===== config.mk =====
export PLATFORM = sky130hd
export DESIGN_NAME = spi_master_seq_flat
export DESIGN_NICKNAME = d
export VERILOG_FILES = /design/src/rtl/spi_master_seq_if.sv /design/src/rtl/spi_master_seq.sv /design/src/flat_wrapper.sv
export SDC_FILE = /design/constraint.sdc
export NUM_CORES = 1
export LEC_CHECK = 0
export ABC_CLOCK_PERIOD_IN_PS = 3000
export BUFFER_PORTS_ARGS = -buffer_cell sky130_fd_sc_hd__buf_2
export CAP_MARGIN = 20
export CORE_MARGIN = 4
export CORE_UTILIZATION = 58
export CTS_CLUSTER_DIAMETER = 30
export DETAILED_ROUTE_END_ITERATION = 8
export GPL_ROUTABILITY_DRIVEN = 0
export PLACE_DENSITY = 0.87
export SLEW_MARGIN = 20
export SYNTH_ARGS = -nofsm -noshare
export SYNTH_HDL_FRONTEND = slang
export SYNTH_SLANG_ARGS = --single-unit
export TNS_END_PERCENT = 30

===== constraint.sdc =====
create_clock -name clk -period 3 [get_ports clk]
set_clock_uncertainty 0.2 [all_clocks]
set_input_delay 0.45 -clock clk [delete_from_list [all_inputs] [get_ports clk]]
set_output_delay 0.45 -clock clk [all_outputs]
set_load 0.01 [all_outputs]

===== src/rtl/spi_master_seq_if.sv =====
// spi_master_seq_if: controller request/response signals and SPI pins of spi_master_seq.
interface spi_master_seq_if #(
  parameter int WORD_W = 16
);
  logic              start;
  logic [3:0]        cmd;
  logic [7:0]        pk_sz;
  logic [WORD_W-1:0] wr_data;
  logic              busy;
  logic [WORD_W-1:0] rd_data;
  logic              rd_valid;
  logic              done;
  logic              err;
  logic              spi_sclk;
  logic              spi_cs_n;
  logic              spi_mosi;
  logic              spi_miso;
  modport master (
    input  start, cmd, pk_sz, wr_data, spi_miso,
    output busy, rd_data, rd_valid, done, err, spi_sclk, spi_cs_n, spi_mosi
  );
  modport slave (
    output start, cmd, pk_sz, wr_data, spi_miso,
    input  busy, rd_data, rd_valid, done, err, spi_sclk, spi_cs_n, spi_mosi
  );
endinterface


===== src/rtl/spi_master_seq.sv =====
// spi_master_seq: SPI mode-0 command sequencer framing a 16-bit header plus data words under one CS.
// Optional SPI_WORD_GAP_EN inserts GAP_CYC idle SCLK-low cycles between consecutive FIFO words.
`ifndef RD
`define RD 4'h1
`endif
`ifndef WR
`define WR 4'h2
`endif
`ifndef FIFO
`define FIFO 4'h3
`endif
module spi_master_seq #(
  parameter int WORD_W  = 16,
  parameter int CLK_DIV = 4,
  parameter int GAP_CYC = 8
) (
  input logic              clk,
  input logic              rst,
  spi_master_seq_if.master bus
);
  localparam int TX_W  = 16 + WORD_W;
  localparam int DIV_W = $clog2(2 * CLK_DIV);
  typedef enum logic [5:0] {
    S_IDLE  = 6'b000001,
    S_SETUP = 6'b000010,
    S_HDR   = 6'b000100,
    S_DATA  = 6'b001000,
    S_HOLD  = 6'b010000
`ifdef SPI_WORD_GAP_EN
    , S_GAP = 6'b100000
`endif
  } st_t;
  st_t               r_st;
  logic [DIV_W-1:0]  r_div;
  logic [4:0]        r_bit;
  logic [7:0]        r_cnt;
  logic [TX_W-1:0]   r_tx;
  logic [WORD_W-1:0] r_rx;
  logic [WORD_W-1:0] r_rd_data;
  logic              r_rdc;
  logic              r_wend;
  logic              r_busy;
  logic              r_rv;
  logic              r_done;
  logic              r_err;
  logic              r_sclk;
  logic              r_cs_n;
`ifdef SPI_WORD_GAP_EN
  localparam int GW = $clog2(GAP_CYC + 1);
  logic [GW-1:0]     r_gap;
`endif
  logic              w_fifo;
  logic              w_ok;
  logic              w_half;
  logic              w_bit_end;
  logic              w_word_end;
  logic [15:0]       w_hdr;
  assign w_fifo     = bus.cmd == `FIFO;
  assign w_ok       = w_fifo || bus.cmd == `RD || bus.cmd == `WR;
  assign w_hdr      = {bus.cmd, 4'h0, w_fifo ? bus.pk_sz : 8'h00};
  assign w_half     = r_div == DIV_W'(CLK_DIV - 1);
  assign w_bit_end  = r_div == DIV_W'(2 * CLK_DIV - 1);
  assign w_word_end = r_bit == 5'(WORD_W - 1);
  // r_tx[TX_W-1] is the bit on the wire; the word counter stops at zero instead of wrapping
  always_ff @(posedge clk) begin
    if (rst) begin
      r_st      <= S_IDLE;
      r_div     <= '0;
      r_bit     <= '0;
      r_cnt     <= '0;
      r_tx      <= '0;
      r_rx      <= '0;
      r_rd_data <= '0;
      r_rdc     <= 1'b0;
      r_wend    <= 1'b0;
      r_busy    <= 1'b0;
      r_rv      <= 1'b0;
      r_done    <= 1'b0;
      r_err     <= 1'b0;
      r_sclk    <= 1'b0;
      r_cs_n    <= 1'b1;
`ifdef SPI_WORD_GAP_EN
      r_gap     <= '0;
`endif
    end else begin
      r_rv   <= r_wend;
      r_wend <= 1'b0;
      r_done <= 1'b0;
      r_err  <= 1'b0;
      if (r_wend) r_rd_data <= r_rx;
      unique case (r_st)
        S_IDLE: if (bus.start) begin
          if (w_ok) begin
            r_st   <= S_SETUP;
            r_busy <= 1'b1;
            r_cs_n <= 1'b0;
            r_div  <= '0;
            r_tx   <= {w_hdr, bus.cmd == `WR ? bus.wr_data : {WORD_W{1'b0}}};
            r_cnt  <= w_fifo ? bus.pk_sz : 8'h00;
            r_rdc  <= bus.cmd != `WR;
          end else begin
            r_done <= 1'b1;
            r_err  <= 1'b1;
          end
        end
        S_SETUP: begin
          r_div <= w_half ? '0 : r_div + 1'b1;
          if (w_half) begin
            r_st  <= S_HDR;
            r_bit <= '0;
          end
        end
        S_HDR, S_DATA: begin
          r_div <= w_bit_end ? '0 : r_div + 1'b1;
          if (w_half) begin
            r_sclk <= 1'b1;
            r_rx   <= {r_rx[WORD_W-2:0], bus.spi_miso};
            r_wend <= r_st == S_DATA && r_rdc && w_word_end;
          end
          if (w_bit_end) begin
            r_sclk <= 1'b0;
            r_tx   <= r_tx << 1;
            r_bit  <= r_bit + 1'b1;
            if (r_st == S_HDR && r_bit == 5'd15) begin
              r_st  <= S_DATA;
              r_bit <= '0;
            end else if (r_st == S_DATA && w_word_end) begin
              r_bit <= '0;
              if (r_cnt == 8'h00) r_st <= S_HOLD;
              else begin
                r_cnt <= r_cnt - 8'd1;
`ifdef SPI_WORD_GAP_EN
                r_st  <= S_GAP;
                r_gap <= '0;
`endif
              end
            end
          end
        end
`ifdef SPI_WORD_GAP_EN
        S_GAP: begin
          r_gap <= r_gap + 1'b1;
          if (r_gap == GW'(GAP_CYC - 1)) r_st <= S_DATA;
        end
`endif
        S_HOLD: begin
          r_div <= r_div + 1'b1;
          if (w_half) begin
            r_st   <= S_IDLE;
            r_div  <= '0;
            r_busy <= 1'b0;
            r_cs_n <= 1'b1;
            r_done <= 1'b1;
          end
        end
        default: r_st <= S_IDLE;
      endcase
    end
  end
  assign bus.busy     = r_busy;
  assign bus.rd_data  = r_rd_data;
  assign bus.rd_valid = r_rv;
  assign bus.done     = r_done;
  assign bus.err      = r_err;
  assign bus.spi_sclk = r_sclk;
  assign bus.spi_cs_n = r_cs_n;
  assign bus.spi_mosi = r_tx[TX_W-1];
endmodule


===== src/flat_wrapper.sv =====
// flat-port wrapper written by rule: the top's interface ports become plain ports
module spi_master_seq_flat 
#(
  parameter int WORD_W  = 16,
  parameter int CLK_DIV = 4,
  parameter int GAP_CYC = 8
)
  (clk, rst, bus_start, bus_cmd, bus_pk_sz, bus_wr_data, bus_spi_miso, bus_busy, bus_rd_data, bus_rd_valid, bus_done, bus_err, bus_spi_sclk, bus_spi_cs_n, bus_spi_mosi);
  spi_master_seq_if #(.WORD_W(WORD_W)) bus_i ();
  input logic clk;
  input logic rst;
  input wire logic [$bits(bus_i.start)-1:0] bus_start;
  input wire logic [$bits(bus_i.cmd)-1:0] bus_cmd;
  input wire logic [$bits(bus_i.pk_sz)-1:0] bus_pk_sz;
  input wire logic [$bits(bus_i.wr_data)-1:0] bus_wr_data;
  input wire logic [$bits(bus_i.spi_miso)-1:0] bus_spi_miso;
  output wire logic [$bits(bus_i.busy)-1:0] bus_busy;
  output wire logic [$bits(bus_i.rd_data)-1:0] bus_rd_data;
  output wire logic [$bits(bus_i.rd_valid)-1:0] bus_rd_valid;
  output wire logic [$bits(bus_i.done)-1:0] bus_done;
  output wire logic [$bits(bus_i.err)-1:0] bus_err;
  output wire logic [$bits(bus_i.spi_sclk)-1:0] bus_spi_sclk;
  output wire logic [$bits(bus_i.spi_cs_n)-1:0] bus_spi_cs_n;
  output wire logic [$bits(bus_i.spi_mosi)-1:0] bus_spi_mosi;
  assign bus_i.start = bus_start;
  assign bus_i.cmd = bus_cmd;
  assign bus_i.pk_sz = bus_pk_sz;
  assign bus_i.wr_data = bus_wr_data;
  assign bus_i.spi_miso = bus_spi_miso;
  assign bus_busy = bus_i.busy;
  assign bus_rd_data = bus_i.rd_data;
  assign bus_rd_valid = bus_i.rd_valid;
  assign bus_done = bus_i.done;
  assign bus_err = bus_i.err;
  assign bus_spi_sclk = bus_i.spi_sclk;
  assign bus_spi_cs_n = bus_i.spi_cs_n;
  assign bus_spi_mosi = bus_i.spi_mosi;
  spi_master_seq #(.WORD_W(WORD_W), .CLK_DIV(CLK_DIV), .GAP_CYC(GAP_CYC)) u_core (.clk(clk), .rst(rst), .bus(bus_i));
endmodule

==> flow_summary.ini <==
[outcome]
status = finished, final reports clean

[synth]
ys_async_sr_fraction = 0
synth-compound-area-share = 0.203
synth-simple-area-share = 0.246
synth_nets = 511
synth_edf_count = 0
synth_cell_types = 54
synth_top_cell_area_share = 0.432
netlist_area_um2 = 4310
synth_ff_type = dfxtp_1
synth_seq_area_share = 0.432
synth_top_family_by_area = simple AND/OR/NAND/NOR gates
avgSynthCellArea_um2 = 9.13
ys_top_cells_by_count = dfxtp_1 (93), nor2_1 (60), nand2_1 (57)
ys_ff_latch = 93
synthAdderAreaFrac = 0.0203
synth_most_common_cell = dfxtp_1
synth_xor_area_frac = 0.00813
yosys_warnings = 0
synth.area.top_cells = dfxtp_1 (43%), a221oi_2 (7.0%), nor2_1 (5.2%)
netlist_instances = 472
synth_mux_area_frac = 0.0372
post-synth-top-area-cell = dfxtp_1

[sta]
min_period_ps = 2700
slew_violations = 0
hold_viol = 0
fin_ws_ps = 300
clock.fmax_mhz = 370
worstMarginPinSlew_ps = 967
setup_viol = 0
grt_setup_unrepaired = false
period_share = 0.900
relSlewSlack = 0.355
tns_ps = 0

[clock_network]
cts-root-buf = clkbuf_8
htree_levels = 3
cts_tree = done
clock_latency_ps = 370
cts_buffers = 9
clkSlewWorstSetupHoldPaths_ps = 100
cts_resized = 0
post_cts_buffers = 0
cts_buffer_depth = 2
cts_hold_buf = 0
clock-sinks = 93

[floorplan]
die_area_um2 = 8870
fp.dieH_um = 94.2
die_w_um = 94.2
initial_core_util = 0.594
ios = 55
std_cell_rows = 31
core_area_um2 = 7250

[setup_path]
critPathLaunchType = flop
cp-end-kind = flop
path_max_fanout = 31
cp.required_ps = 3080
critPathKind = flop to flop
crit_arrival_ps = 2780

[power]
power.switching_fraction = 0.373
p_leak_nw = 1.76
powerDensity_nw_per_um2 = 730
switching_power_mw = 1.31
pwr-share-clk = 0.225
combPwrFrac = 0.357
p_seq_frac = 0.418
internal-power_mw = 2.19
ir_drop_mv = 0.379

[place]
place_ws_ps = 192
hpwlAfterDp_um = 6410
io_buffers = 54

[final_layout]
final_nets = 547
diodes = 0
drive_gt1_frac = 0.253
synthToLayoutAreaGrowth_pct = 11.1
n_fill_cell = 582

[global_route]
grt_pass1_vias = 3505
antenna_found_initial = 0
grt_overflow = 0
track_usage = 0.233
grt_pass1_wl_um = 16600
grt_max_degree = 77

[detailed_routing]
antenna_left = 0
drt_iter0_drc = 352
wirelength_um = 9730
wire_per_inst_um = 15.9
drcViolationCount = 0
drt_first_pass_iters = 5
vias_per_cell = 5.90
num_vias = 3613

[hold_path]
holdCritPathClass = input port to flop

[flow_run]
max_cap_violations = 0
path summary, 6_finish.rpt:
kind / slack [ps] / start / to / cells after the start
worst max-delay path: 300 / u_core.r_st[4]$_SDFFE_PP0P_ / u_core.r_st[3]$_SDFFE_PP0P_ / 7
worst min-delay path: 120 / bus_wr_data[0] / u_core.r_tx[0]$_SDFFE_PP0P_ / 3
worst max register to register: 300 / u_core.r_st[4]$_SDFFE_PP0P_ / u_core.r_st[3]$_SDFFE_PP0P_ / 7
worst min register to register: 260 / u_core.r_tx[25]$_SDFFE_PP0P_ / u_core.r_tx[25]$_SDFFE_PP0P_ / 2
routing by layer:
metal  routed length, um  track usage  vias to the layer above
met5                   0            0                        -
met4                 198       0.0963                        0
met3                 470       0.0425                       19
met2                4750        0.384                      112
met1                4310        0.298                     1716
li1                    -            -                     1766
area by class of cell:
class | instances | area [um^2] | area share
Clock buffer | 10 | 128 | 0.0266
Clock inverter | 6 | 53.8 | 0.0112
Sequential cell | 93 | 1860 | 0.389
Tap cell | 99 | 124 | 0.0259
Multi-Input combinational cell | 335 | 2230 | 0.467
Inverter | 6 | 22.5 | 0.00470
Timing Repair Buffer | 63 | 365 | 0.0763
cell usage in the layout (no fill, tap or decap), types with 9 or more instances in the layout:
cell / netlist / layout
a221oi_2: 20 / 20
nand2_1: 57 / 57
a21oi_1: 42 / 42
nand3_1: 12 / 12
mux2i_1: 16 / 16
nor3_2: 20 / 21
buf_2: 9 / 53
clkbuf_8: 0 / 9
dfxtp_1: 93 / 93
nor2_1: 60 / 60
nor3_1: 13 / 12
cells by family (layout without fill, tap and decap cells):
logic type,count (synthesis),after routing
AOI/OAI and AO/OA,107,107
and+or+nand+nor,201,201
muxes,16,16
DFF,93,93
xor gates and xnor gates,4,4
adders and majority gates,7,7
buffers and inverters,44,85
state kept, by name (all words and copies together) (netlist names):
register	flops
u_core.bus.busy	1
u_core.bus.done	1
u_core.bus.err	1
u_core.bus.rd_data	16
u_core.bus.rd_valid	1
u_core.bus.spi_cs_n	1
u_core.bus.spi_sclk	1
u_core.r_bit	5
u_core.r_cnt	8
u_core.r_div	3
u_core.r_rdc	1
u_core.r_rx	16
u_core.r_st	5
u_core.r_tx	32
u_core.r_wend	1
power by group through the flow:
stage	clock [mW]	sequential, mW	combinational, mW
finish	0.785	1.46	1.25
global route	0.847	1.48	1.38
CTS	0.804	1.46	1.24
detailed placement	0	1.49	1.23
global placement	0	1.48	1.18
floorplan	0	1.46	1.04
metrics by stage:
| step | util | std cells | power [mW] | hold WS [ps] | area [um^2] |
|---|---|---|---|---|---|
| after floorplan | - | 472 | 2.51 | 227 | 4310 |
| after global placement | 0.634 | 596 | 2.66 | 240 | 4600 |
| after detailed placement | 0.634 | 596 | 2.72 | 246 | 4600 |
| after CTS | 0.659 | 612 | 3.51 | 111 | 4780 |
| after global routing | 0.660 | 612 | 3.70 | 131 | 4790 |
| final | 0.660 | 612 | 3.50 | 117 | 4790 |
worst max-delay path: stages (launching register included):
cell and delay [ps]:
dfxtp_1 430, or3_1 540, nor2_4 160, buf_4 380
buf_4 380, o21a_1 220, o21ai_0 100, a21oi_1 190
(Power assumes the default switching activity.)
